===== src/rtl/spi_burst_memory.sv =====
// spi_burst_memory: SPI-slave register memory with parametrised address and
// data widths, SPI mode 0/3, and burst transfers that auto-increment the
// address while chip select stays low. Pins are synchronised into clk.
module spi_burst_memory #(
    parameter int DATA_WIDTH  = 8,
    parameter int ADDR_WIDTH  = 7,
    parameter int SYNC_STAGES = 2,
    parameter int CPOL        = 0
) (
    input  logic clk,
    input  logic resetN,
    input  logic sclk_pin,
    input  logic cs_pin,
    input  logic mosi_pin,
    output logic miso_pin,
    output logic misoEnable,
    output logic writePulse
);

    localparam int MAX_BITS = (ADDR_WIDTH + 1 > DATA_WIDTH) ? ADDR_WIDTH + 1 : DATA_WIDTH;
    localparam int CNT_W    = $clog2(MAX_BITS);

    localparam logic [CNT_W-1:0] HDR_LAST  = CNT_W'(ADDR_WIDTH);
    localparam logic [CNT_W-1:0] DATA_LAST = CNT_W'(DATA_WIDTH - 1);
    localparam logic             SCLK_IDLE = (CPOL != 0);

    localparam logic [2:0] IDLE        = 3'd0;
    localparam logic [2:0] HEADER      = 3'd1;
    localparam logic [2:0] READ_LOAD   = 3'd2;
    localparam logic [2:0] READ_SHIFT  = 3'd3;
    localparam logic [2:0] WRITE_SHIFT = 3'd4;
    localparam logic [2:0] WRITE_STORE = 3'd5;

    logic [SYNC_STAGES-1:0] sclk_sync_q, sclk_sync_d;
    logic [SYNC_STAGES-1:0] cs_sync_q, cs_sync_d;
    logic [SYNC_STAGES-1:0] mosi_sync_q, mosi_sync_d;
    logic                   sclk_prev_q, sclk_prev_d;
    logic                   cs_armed_q, cs_armed_d;
    logic [2:0]             state_q, state_d;
    logic [ADDR_WIDTH-1:0]  addr_q, addr_d;
    logic [CNT_W-1:0]       bit_cnt_q, bit_cnt_d;
    logic [DATA_WIDTH-1:0]  shift_q, shift_d;
    logic                   miso_q, miso_d;
    logic                   miso_en_q, miso_en_d;
    logic                   write_pulse_q, write_pulse_d;

    logic [DATA_WIDTH-1:0]  mem [2**ADDR_WIDTH];

    logic sclk_s, cs_s, mosi_s;
    logic pos_pulse, neg_pulse;
    logic store_pending;

    assign sclk_s    = sclk_sync_q[SYNC_STAGES-1];
    assign cs_s      = cs_sync_q[SYNC_STAGES-1];
    assign mosi_s    = mosi_sync_q[SYNC_STAGES-1];
    assign pos_pulse = sclk_s & ~sclk_prev_q;
    assign neg_pulse = ~sclk_s & sclk_prev_q;

    // A write whose last bit lands together with the CS rise still commits.
    assign store_pending = (state_q == WRITE_STORE) ||
                           ((state_q == WRITE_SHIFT) && pos_pulse && (bit_cnt_q == DATA_LAST));

    assign miso_pin   = miso_q;
    assign misoEnable = miso_en_q;
    assign writePulse = write_pulse_q;

    // Shift each pin one stage deeper into the clk domain.
    always_comb begin
        sclk_sync_d = {sclk_sync_q[SYNC_STAGES-2:0], sclk_pin};
        cs_sync_d   = {cs_sync_q[SYNC_STAGES-2:0], cs_pin};
        mosi_sync_d = {mosi_sync_q[SYNC_STAGES-2:0], mosi_pin};
        sclk_prev_d = sclk_s;
    end

    // Transaction sequencer: header decode, read/write data phases, CS abort.
    always_comb begin
        // NOTE: every output of this block gets a default first so no path leaves it unassigned (no latches).
        state_d       = state_q;
        addr_d        = addr_q;
        bit_cnt_d     = bit_cnt_q;
        shift_d       = shift_q;
        miso_d        = miso_q;
        miso_en_d     = miso_en_q;
        write_pulse_d = 1'b0;
        // Only a genuinely observed idle-high CS arms decoding, so a CS held low
        // across reset release has to be cycled first.
        cs_armed_d    = cs_armed_q | cs_s;

        case (state_q)
            IDLE: begin
                miso_d    = 1'b0;
                miso_en_d = 1'b0;
                bit_cnt_d = '0;
                if (!cs_s && cs_armed_q) state_d = HEADER;
            end
            HEADER: begin
                if (pos_pulse) begin
                    if (bit_cnt_q == HDR_LAST) begin
                        bit_cnt_d = '0;
                        if (mosi_s) begin
                            state_d   = READ_LOAD;
                            miso_en_d = 1'b1;
                        end else begin
                            state_d = WRITE_SHIFT;
                        end
                    end else begin
                        addr_d    = {addr_q[ADDR_WIDTH-2:0], mosi_s};
                        bit_cnt_d = bit_cnt_q + CNT_W'(1);
                    end
                end
            end
            READ_LOAD: begin
                shift_d   = mem[addr_q];
                bit_cnt_d = '0;
                miso_en_d = 1'b1;
                state_d   = READ_SHIFT;
            end
            READ_SHIFT: begin
                if (neg_pulse) begin
                    miso_d  = shift_q[DATA_WIDTH-1];
                    shift_d = {shift_q[DATA_WIDTH-2:0], 1'b0};
                end
                if (pos_pulse) begin
                    if (bit_cnt_q == DATA_LAST) begin
                        bit_cnt_d = '0;
                        addr_d    = addr_q + ADDR_WIDTH'(1);
                        state_d   = READ_LOAD;
                    end else begin
                        bit_cnt_d = bit_cnt_q + CNT_W'(1);
                    end
                end
            end
            WRITE_SHIFT: begin
                if (pos_pulse) begin
                    shift_d = {shift_q[DATA_WIDTH-2:0], mosi_s};
                    if (bit_cnt_q == DATA_LAST) begin
                        bit_cnt_d     = '0;
                        write_pulse_d = 1'b1;
                        state_d       = WRITE_STORE;
                    end else begin
                        bit_cnt_d = bit_cnt_q + CNT_W'(1);
                    end
                end
            end
            WRITE_STORE: begin
                addr_d  = addr_q + ADDR_WIDTH'(1);
                state_d = cs_s ? IDLE : WRITE_SHIFT;
            end
            default: state_d = IDLE;
        endcase

        // CS high abandons whatever is in flight, except a committed store.
        if (cs_s && !store_pending) begin
            state_d   = IDLE;
            miso_d    = 1'b0;
            miso_en_d = 1'b0;
            bit_cnt_d = '0;
        end
    end

    // State and pin-synchroniser registers with asynchronous reset.
    always_ff @(posedge clk or negedge resetN) begin
        // NOTE: sequential state uses non-blocking assignments so every flop samples pre-edge values.
        if (!resetN) begin
            sclk_sync_q   <= {SYNC_STAGES{SCLK_IDLE}};
            // CS chain resets to "selected" so a reset value can never arm decoding.
            cs_sync_q     <= '0;
            mosi_sync_q   <= '0;
            sclk_prev_q   <= SCLK_IDLE;
            cs_armed_q    <= 1'b0;
            state_q       <= IDLE;
            addr_q        <= '0;
            bit_cnt_q     <= '0;
            shift_q       <= '0;
            miso_q        <= 1'b0;
            miso_en_q     <= 1'b0;
            write_pulse_q <= 1'b0;
        end else begin
            sclk_sync_q   <= sclk_sync_d;
            cs_sync_q     <= cs_sync_d;
            mosi_sync_q   <= mosi_sync_d;
            sclk_prev_q   <= sclk_prev_d;
            cs_armed_q    <= cs_armed_d;
            state_q       <= state_d;
            addr_q        <= addr_d;
            bit_cnt_q     <= bit_cnt_d;
            shift_q       <= shift_d;
            miso_q        <= miso_d;
            miso_en_q     <= miso_en_d;
            write_pulse_q <= write_pulse_d;
        end
    end

    // Memory write port, committed in the WRITE_STORE cycle.
    always_ff @(posedge clk) begin
        // NOTE: the array has no reset so it maps onto RAM; contents survive resetN.
        if (state_q == WRITE_STORE) mem[addr_q] <= shift_q;
    end

endmodule


===== config.mk =====
export PLATFORM = sky130hd
export DESIGN_NAME = spi_burst_memory
export DESIGN_NICKNAME = d
export VERILOG_FILES = /design/src/rtl/spi_burst_memory.sv
export SDC_FILE = /design/constraint.sdc
export NUM_CORES = 1
export LEC_CHECK = 0
export CORE_UTILIZATION = 49
export CTS_CLUSTER_DIAMETER = 80
export DETAILED_ROUTE_END_ITERATION = 6
export PLACE_DENSITY = 0.66
export SLEW_MARGIN = 20
export SYNTH_ARGS = -nofsm -noshare
export SYNTH_HDL_FRONTEND = slang
export SYNTH_SLANG_ARGS = --single-unit

===== constraint.sdc =====
create_clock -name clk -period 5.2 [get_ports clk]
set_clock_uncertainty 0.05 [all_clocks]
set_input_delay 0.52 -clock clk [delete_from_list [all_inputs] [get_ports clk]]
set_output_delay 0.52 -clock clk [all_outputs]
set_load 0.1 [all_outputs]

# ---- Word-level counts from Yosys, hierarchy flattened
# Memories as Yosys holds them, arrays and structs flattened.
# Index checks and enable logic that the tools add are counted.
dict set report classes {
  n_bitwise 5
  n_reduce_logical 21
  n_mux 36
  n_addsub 2
  eq_ne 22
}
# operator n
set op_table {}
lappend op_table {{3-bit 2-to-1 mux} 13}
lappend op_table {{7-bit 2-to-1 mux} 4}
lappend op_table {{8-bit one-hot mux with 3 select lines} 1}
lappend op_table {{3-bit != test (second input constant)} 7}
lappend op_table {{7-bit one-hot mux with 3 select lines} 1}
lappend op_table {{3-bit one-hot mux with 6 select lines} 1}
lappend op_table {{8-bit 2-to-1 mux} 2}
lappend op_table {{2-bit != test (second input constant)} 6}
lappend op_table {{3-bit nonzero test} 4}
lappend op_table {{1-bit 2-to-1 mux} 11}
lappend op_table {{3-bit equality test (second input constant)} 3}
lappend op_table {{7-bit by 1-bit adder with 7-bit output (second input constant)} 1}
lappend op_table {{7-bit AND reduction} 1}
lappend op_table {{3-bit by 2-bit equality test with 1-bit output (second input constant)} 2}
lappend op_table {{3-bit by 1-bit != test with 1-bit output (second input constant)} 2}
lappend op_table {{3-bit one-hot mux with 2 select lines} 1}
lappend op_table {{5-bit AND reduction} 1}
lappend op_table {{1-bit logical AND} 4}
lappend op_table {{2-bit AND reduction} 2}
lappend op_table {{4-bit AND reduction} 1}
lappend op_table {{4-bit nonzero test} 1}
lappend op_table {{3-bit by 1-bit adder with 3-bit output (second input constant)} 1}
lappend op_table {{3-bit by 1-bit equality test with 1-bit output (second input constant)} 1}
lappend op_table {{3-bit zero test} 1}
lappend op_table {{11 further kinds} 14}
dict set report totals {
  mem_count 1
  elab_cells 99
  regBits 32
  inputBits 5
  output_inout_bits 3
  ramBits 1024
}
# memory words width rd rd_clocked_by_memory_dff wr line_no
set mem_list {}
lappend mem_list {mem 128 8 1 0 1 47} ;# logic [DATA_WIDTH-1:0] mem [2**ADDR_WIDTH];

# ---- Depth between registers and ports, before layout
dict set report logic_depth {
  depth_word 9
  depth_mapped 12
  mapped_depth_nobuf 8
}

# ---- Worst setup path before layout
# OpenSTA, ideal clock, no wires.
dict set report synth_timing {
  kind {reg2reg}
  from {register addr_q[0]}
  to {memory mem[114][0], enable pin}
  setup_time_ns 0.371
  required_ns 4.779
  t_arrival_ns 2.303
  n_path_buf 5
  stages_incl_launch_ff 9
  synth_period_minus_slack_ns 2.723
  setup_slack_ns 2.477
  cell_sequence {dfrtp_1 > buf_4 > buf_6 > nor3b_1 > buf_2 > buf_2 > nand2_1 > clkbuf_1 > nor2_1}
}
# item line_no
set synth_lines {}
lappend synth_lines {{start: declaration} 40} ;# logic [ADDR_WIDTH-1:0] addr_q, addr_d;
lappend synth_lines {{start signal: assignment} 185} ;# addr_q <= addr_d;
lappend synth_lines {{end: declaration} 47}
# Straight into the memory's write port.

# ---- Worst setup path in the final report
dict set report layout_timing {
  from {register addr_q[2]}
  to {register shift_q[4]}
}
dict set report layout_between {
  elab_chain_len 2
}
# item line_no
set layout_lines {}
lappend layout_lines {{memory read 128 x 8 bit} --}
lappend layout_lines {{8-bit one-hot mux with 3 select lines} 89} ;# case (state_q)
lappend layout_lines {{end signal: assignment} 187} ;# shift_q <= shift_d;
lappend layout_lines {{end: declaration} 42} ;# logic [DATA_WIDTH-1:0] shift_q, shift_d;
# Every way passes these cells.
# A chain may end at the register's enable or synchronous reset.

==> results.py <==
metrics = {
    "yosys": {
        "synth_ff_type": "sky130_fd_sc_hd__edfxtp_1",
        "yosys.cell_count.top_type": "sky130_fd_sc_hd__edfxtp_1",
        "cell_types_with_the_largest_area_share_after_synthesis": "sky130_fd_sc_hd__edfxtp_1 74%, sky130_fd_sc_hd__a221oi_1 3.2%, sky130_fd_sc_hd__mux4_2 2.8%",
        "synth_seq_cells": 1056,
        "synth_top_cell_area_share_pct": 74.4,
        "muxShareOfSynthArea_pct": 6.48,
        "mean_post_synth_cell_area_um2": 16.9,
        "post_synth_instance_area_um2": 41300,
        "synth-compound-area-share_pct": 10.2,
        "synth_edf_count": 1024,
        "synth-warning-count": 0,
        "synth_top_family_by_area": "compound AO/OA/AOI/OAI gates",
        "synth_seq_area_share_pct": 76.4,
        "post_synth_num_cell_types": 76,
        "syn-num-nets": 2453,
        "yosys.area.top_type": "sky130_fd_sc_hd__edfxtp_1",
        "netlist_instances": 2445,
        "synth_adder_area_share_pct": 0.0909,
        "synth_simple_gate_area_share_pct": 4.67,
        "synth_xor_area_share_pct": 0,
        "ys_async_sr_fraction_pct": 3.03,
        "yosys-top-cells-count": "1024 x sky130_fd_sc_hd__edfxtp_1, 231 x sky130_fd_sc_hd__nor2_1, 149 x sky130_fd_sc_hd__a221oi_1, 98 x sky130_fd_sc_hd__nand2_1, 90 x sky130_fd_sc_hd__a22oi_1",
    },
    "clock_network": {
        "clockBufferDepth": 3,
        "root_buffer": "sky130_fd_sc_hd__clkbuf_16",
        "cts.repair_timing.setup_buffer_count": 0,
        "clock_tree.htree_level_count": 3,
        "worst_setup_hold_path_clk_slew_ps": 70,
        "tritoncts": "yes",
        "tritoncts_num_sinks": 1056,
        "cts.repair.resized": 0,
        "cts_inserted_buffers": 104,
        "worst_skew_pair.late_latency_ps": 670,
        "cts_hold_buf": 0,
    },
    "timing": {
        "setup-violations-final": 0,
        "final-max-slew-violation-count": 0,
        "unrepaired_setup_endpoints_after_global_routing": "false",
        "hold_viol_final": 0,
        "post-route-min-period_ps": 4110,
        "max_freq_mhz": 243,
        "worst_slew_margin_rel_pct": 23.5,
        "final_period_util_pct": 79.1,
        "final.setup.tns_ps": 0,
        "worstMarginPinSlew_ps": 1140,
    },
    "run": {
        "cap_violations": 0,
    },
    "routing": {
        "route.layer.met1.wl_mm": 44.4,
        "drt_drc_violations_left": 0,
        "detail_route.wirelength_mm": 118,
        "wl_met3_mm": 14.4,
        "first_pass_iters": 7,
        "detail-route-antenna-nets": 0,
        "routed-wl-met2_mm": 53.5,
        "drt-wirelength-per-cell_um": 32.4,
        "vias": 24700,
        "drt_iter0_drc": 3805,
        "maxUsedRoutingLayer": "met5",
        "vias_per_cell": 6.78,
    },
    "floorplanning": {
        "floorplan.die_area_um2": 85500,
        "initial_utilization_pct": 49.4,
        "core_area_um2": 83600,
        "rows": 106,
        "io_pins": 8,
        "die_width_um": 292,
        "die_span_in_y_um": 292,
    },
    "worst_setup_path": {
        "crit_arrival_ps": 4580,
        "worstPathRequired_ps": 5660,
        "path_delay_family": "compound AO/OA/AOI/OAI gates",
        "cpMaxStageDelayCell": "sky130_fd_sc_hd__dfrtp_4",
        "critPathMaxStageDelay_ps": 940,
        "crit_fanout": 50,
        "worstSetupEndpointType": "register",
        "cp-start-kind": "register",
        "class_of_the_most_critical_setup_path": "register to register",
        "cp_num_buf_inv": 2,
        "critical_path.cell_chain": "inv_2 -> a221oi_1 -> nor2_1 -> a2111oi_0 -> buf_4 -> nor4_1 -> a211oi_1 -> a31oi_1",
    },
    "grt": {
        "global_route.overflow_total": 0,
        "grt_antenna_before_repair": 5,
        "pin_count_of_the_biggest_net_entering_global_routing": 95,
        "via_count_of_the_first_global_routing_pass": 23900,
        "globalRouteTotalUtil_pct": 27.6,
        "grt_first_pass_wirelength_mm": 170,
    },
    "final_layout": {
        "multi_input_comb_area_um2": 8920,
        "sequential_cell_area_um2": 31600,
        "final_nets": 2477,
        "areaGrowthSynthToFinish_pct": 11.5,
        "fin_util_pct": 55.1,
        "layout_cell_share_with_drive_strength_beyond_1_pct": 15.3,
        "fill_cells": 6406,
    },
    "placed_design": {
        "routabilityCongestion": 0.925,
        "portBuffers": 7,
        "dpl.hpwl_mm": 69.3,
    },
    "power": {
        "max-vdd-ir-drop_mv": 0.449,
        "leakagePower_nw": 14.4,
        "power_density_nw_per_um2": 545,
    },
    "status": {
        "run_status": "completed",
    },
    "min_path": {
        "worst_hold_path_type": "input port to asynchronous set/reset pin",
    },
}
## where the power goes
group | switching (mW) | total (mW) | internal [mW]
Sequential | 0.956 | 11.5 | 10.5
Clock | 3.19 | 7.55 | 4.36
Combinational | 4.17 | 6.05 | 1.88
Total | 8.31 | 25.1 | 16.8
## worst paths after layout
path                       slack, ps              to    startpoint  cells past startpoint
min                              230        miso_pin        resetN                      2
max in group asynchronous       4480      shift_q[2]        resetN                      2
max reg2reg                     1090      shift_q[4]     addr_q[2]                      8
max                             1090      shift_q[4]     addr_q[2]                      8
min reg2reg                      310    cs_sync_q[1]  cs_sync_q[0]                      0
min in group clk                 250  mosi_sync_q[0]      mosi_pin                      1
## layer usage
| layer | vias to the layer above | global-route usage [%] |
|---|---|---|
| li1 | 10000 | - |
| met1 | 12500 | 38.2 |
| met2 | 1854 | 41.6 |
| met3 | 332 | 7.22 |
| met4 | 2 | 11.7 |
| met5 | - | 0 |
## worst register-to-register path, delay by kind of cell, from the launching register on
kind                   cells  cell delay (ps)
AND/OR/NAND/NOR            2              190
flip-flops                 1              940
AO/OA/AOI/OAI              4             1990
buffers and inverters      2              790
## cell families after synthesis
kind of cell	after synthesis
AND/OR/NAND/NOR	442
buffers and inverters	181
multiplexers	195
AO/OA/AOI/OAI	568
adder cells (fa/ha/maj)	3
flip-flops	1056
## final cells by class
type	count	share of cell area, %
Timing Repair Buffer	91	1.65
Clock buffer	123	5.96
Multi-Input combinational cell	1208	19.4
Clock inverter	70	1.44
Antenna cell	3	0.0163
Sequential cell	1056	68.6
Inverter	8	0.0652
Tap cell	1080	2.93
## state kept, by name, indices dropped and copies added (netlist names)
register	cells
addr_q	7
bit_cnt_q	3
cs_armed_q	1
cs_sync_q	2
mem	1024
misoEnable	1
miso_pin	1
mosi_sync_q	2
sclk_prev_q	1
sclk_sync_q	2
shift_q	8
state_q	3
writePulse	1
## stage by stage
| step | instance area (um2) | hold WS (ps) | instances | worst slack (ps) | power [mW] |
|---|---|---|---|---|---|
| after floorplan | 41300 | 174 | 2445 | 2480 | 14.9 |
| after global placement | 42600 | 294 | 3441 | 1200 | 17.4 |
| after detailed placement | 42600 | 286 | 3441 | 1190 | 17.5 |
| after CTS | 46000 | 213 | 3634 | 1180 | 24.9 |
| after global routing | 46100 | 238 | 3636 | 1080 | 25.7 |
| final | 46100 | 227 | 3639 | 1090 | 25.1 |
## layout by cell type, fill, tap and decap left out, types with 7 or more instances in the layout
master	Yosys	layout
sky130_fd_sc_hd__o221ai_1	7	7
sky130_fd_sc_hd__a2111oi_0	15	15
sky130_fd_sc_hd__clkinv_2	0	23
sky130_fd_sc_hd__a221oi_1	149	149
sky130_fd_sc_hd__nor4_1	8	8
sky130_fd_sc_hd__clkdlybuf4s50_1	0	7
sky130_fd_sc_hd__dfrtp_1	32	20
sky130_fd_sc_hd__buf_4	20	80
sky130_fd_sc_hd__o2111ai_1	17	17
sky130_fd_sc_hd__mux2_2	64	64
sky130_fd_sc_hd__a22oi_1	90	90
sky130_fd_sc_hd__nand4_1	7	7
sky130_fd_sc_hd__a211oi_1	9	9
sky130_fd_sc_hd__clkinv_1	1	26
sky130_fd_sc_hd__dfrtp_4	0	11
sky130_fd_sc_hd__mux4_2	51	51
sky130_fd_sc_hd__a22o_1	15	15
sky130_fd_sc_hd__bufinv_16	0	12
sky130_fd_sc_hd__a31oi_1	12	12
sky130_fd_sc_hd__nand2b_1	9	9
sky130_fd_sc_hd__clkbuf_1	76	15
sky130_fd_sc_hd__clkbuf_16	0	107
sky130_fd_sc_hd__nand3_1	18	18
sky130_fd_sc_hd__nor2b_1	18	13
sky130_fd_sc_hd__o2bb2ai_1	7	7
sky130_fd_sc_hd__a21oi_1	89	89
sky130_fd_sc_hd__o21ai_0	53	53
sky130_fd_sc_hd__nand2_1	98	98
sky130_fd_sc_hd__edfxtp_1	1024	1024
sky130_fd_sc_hd__o22ai_1	15	15
sky130_fd_sc_hd__a221o_1	10	10
sky130_fd_sc_hd__nor3_1	24	24
sky130_fd_sc_hd__mux2i_1	79	79
sky130_fd_sc_hd__nor2_1	231	228
sky130_fd_sc_hd__o211ai_1	17	17
Power figures use the tool's default switching activity.
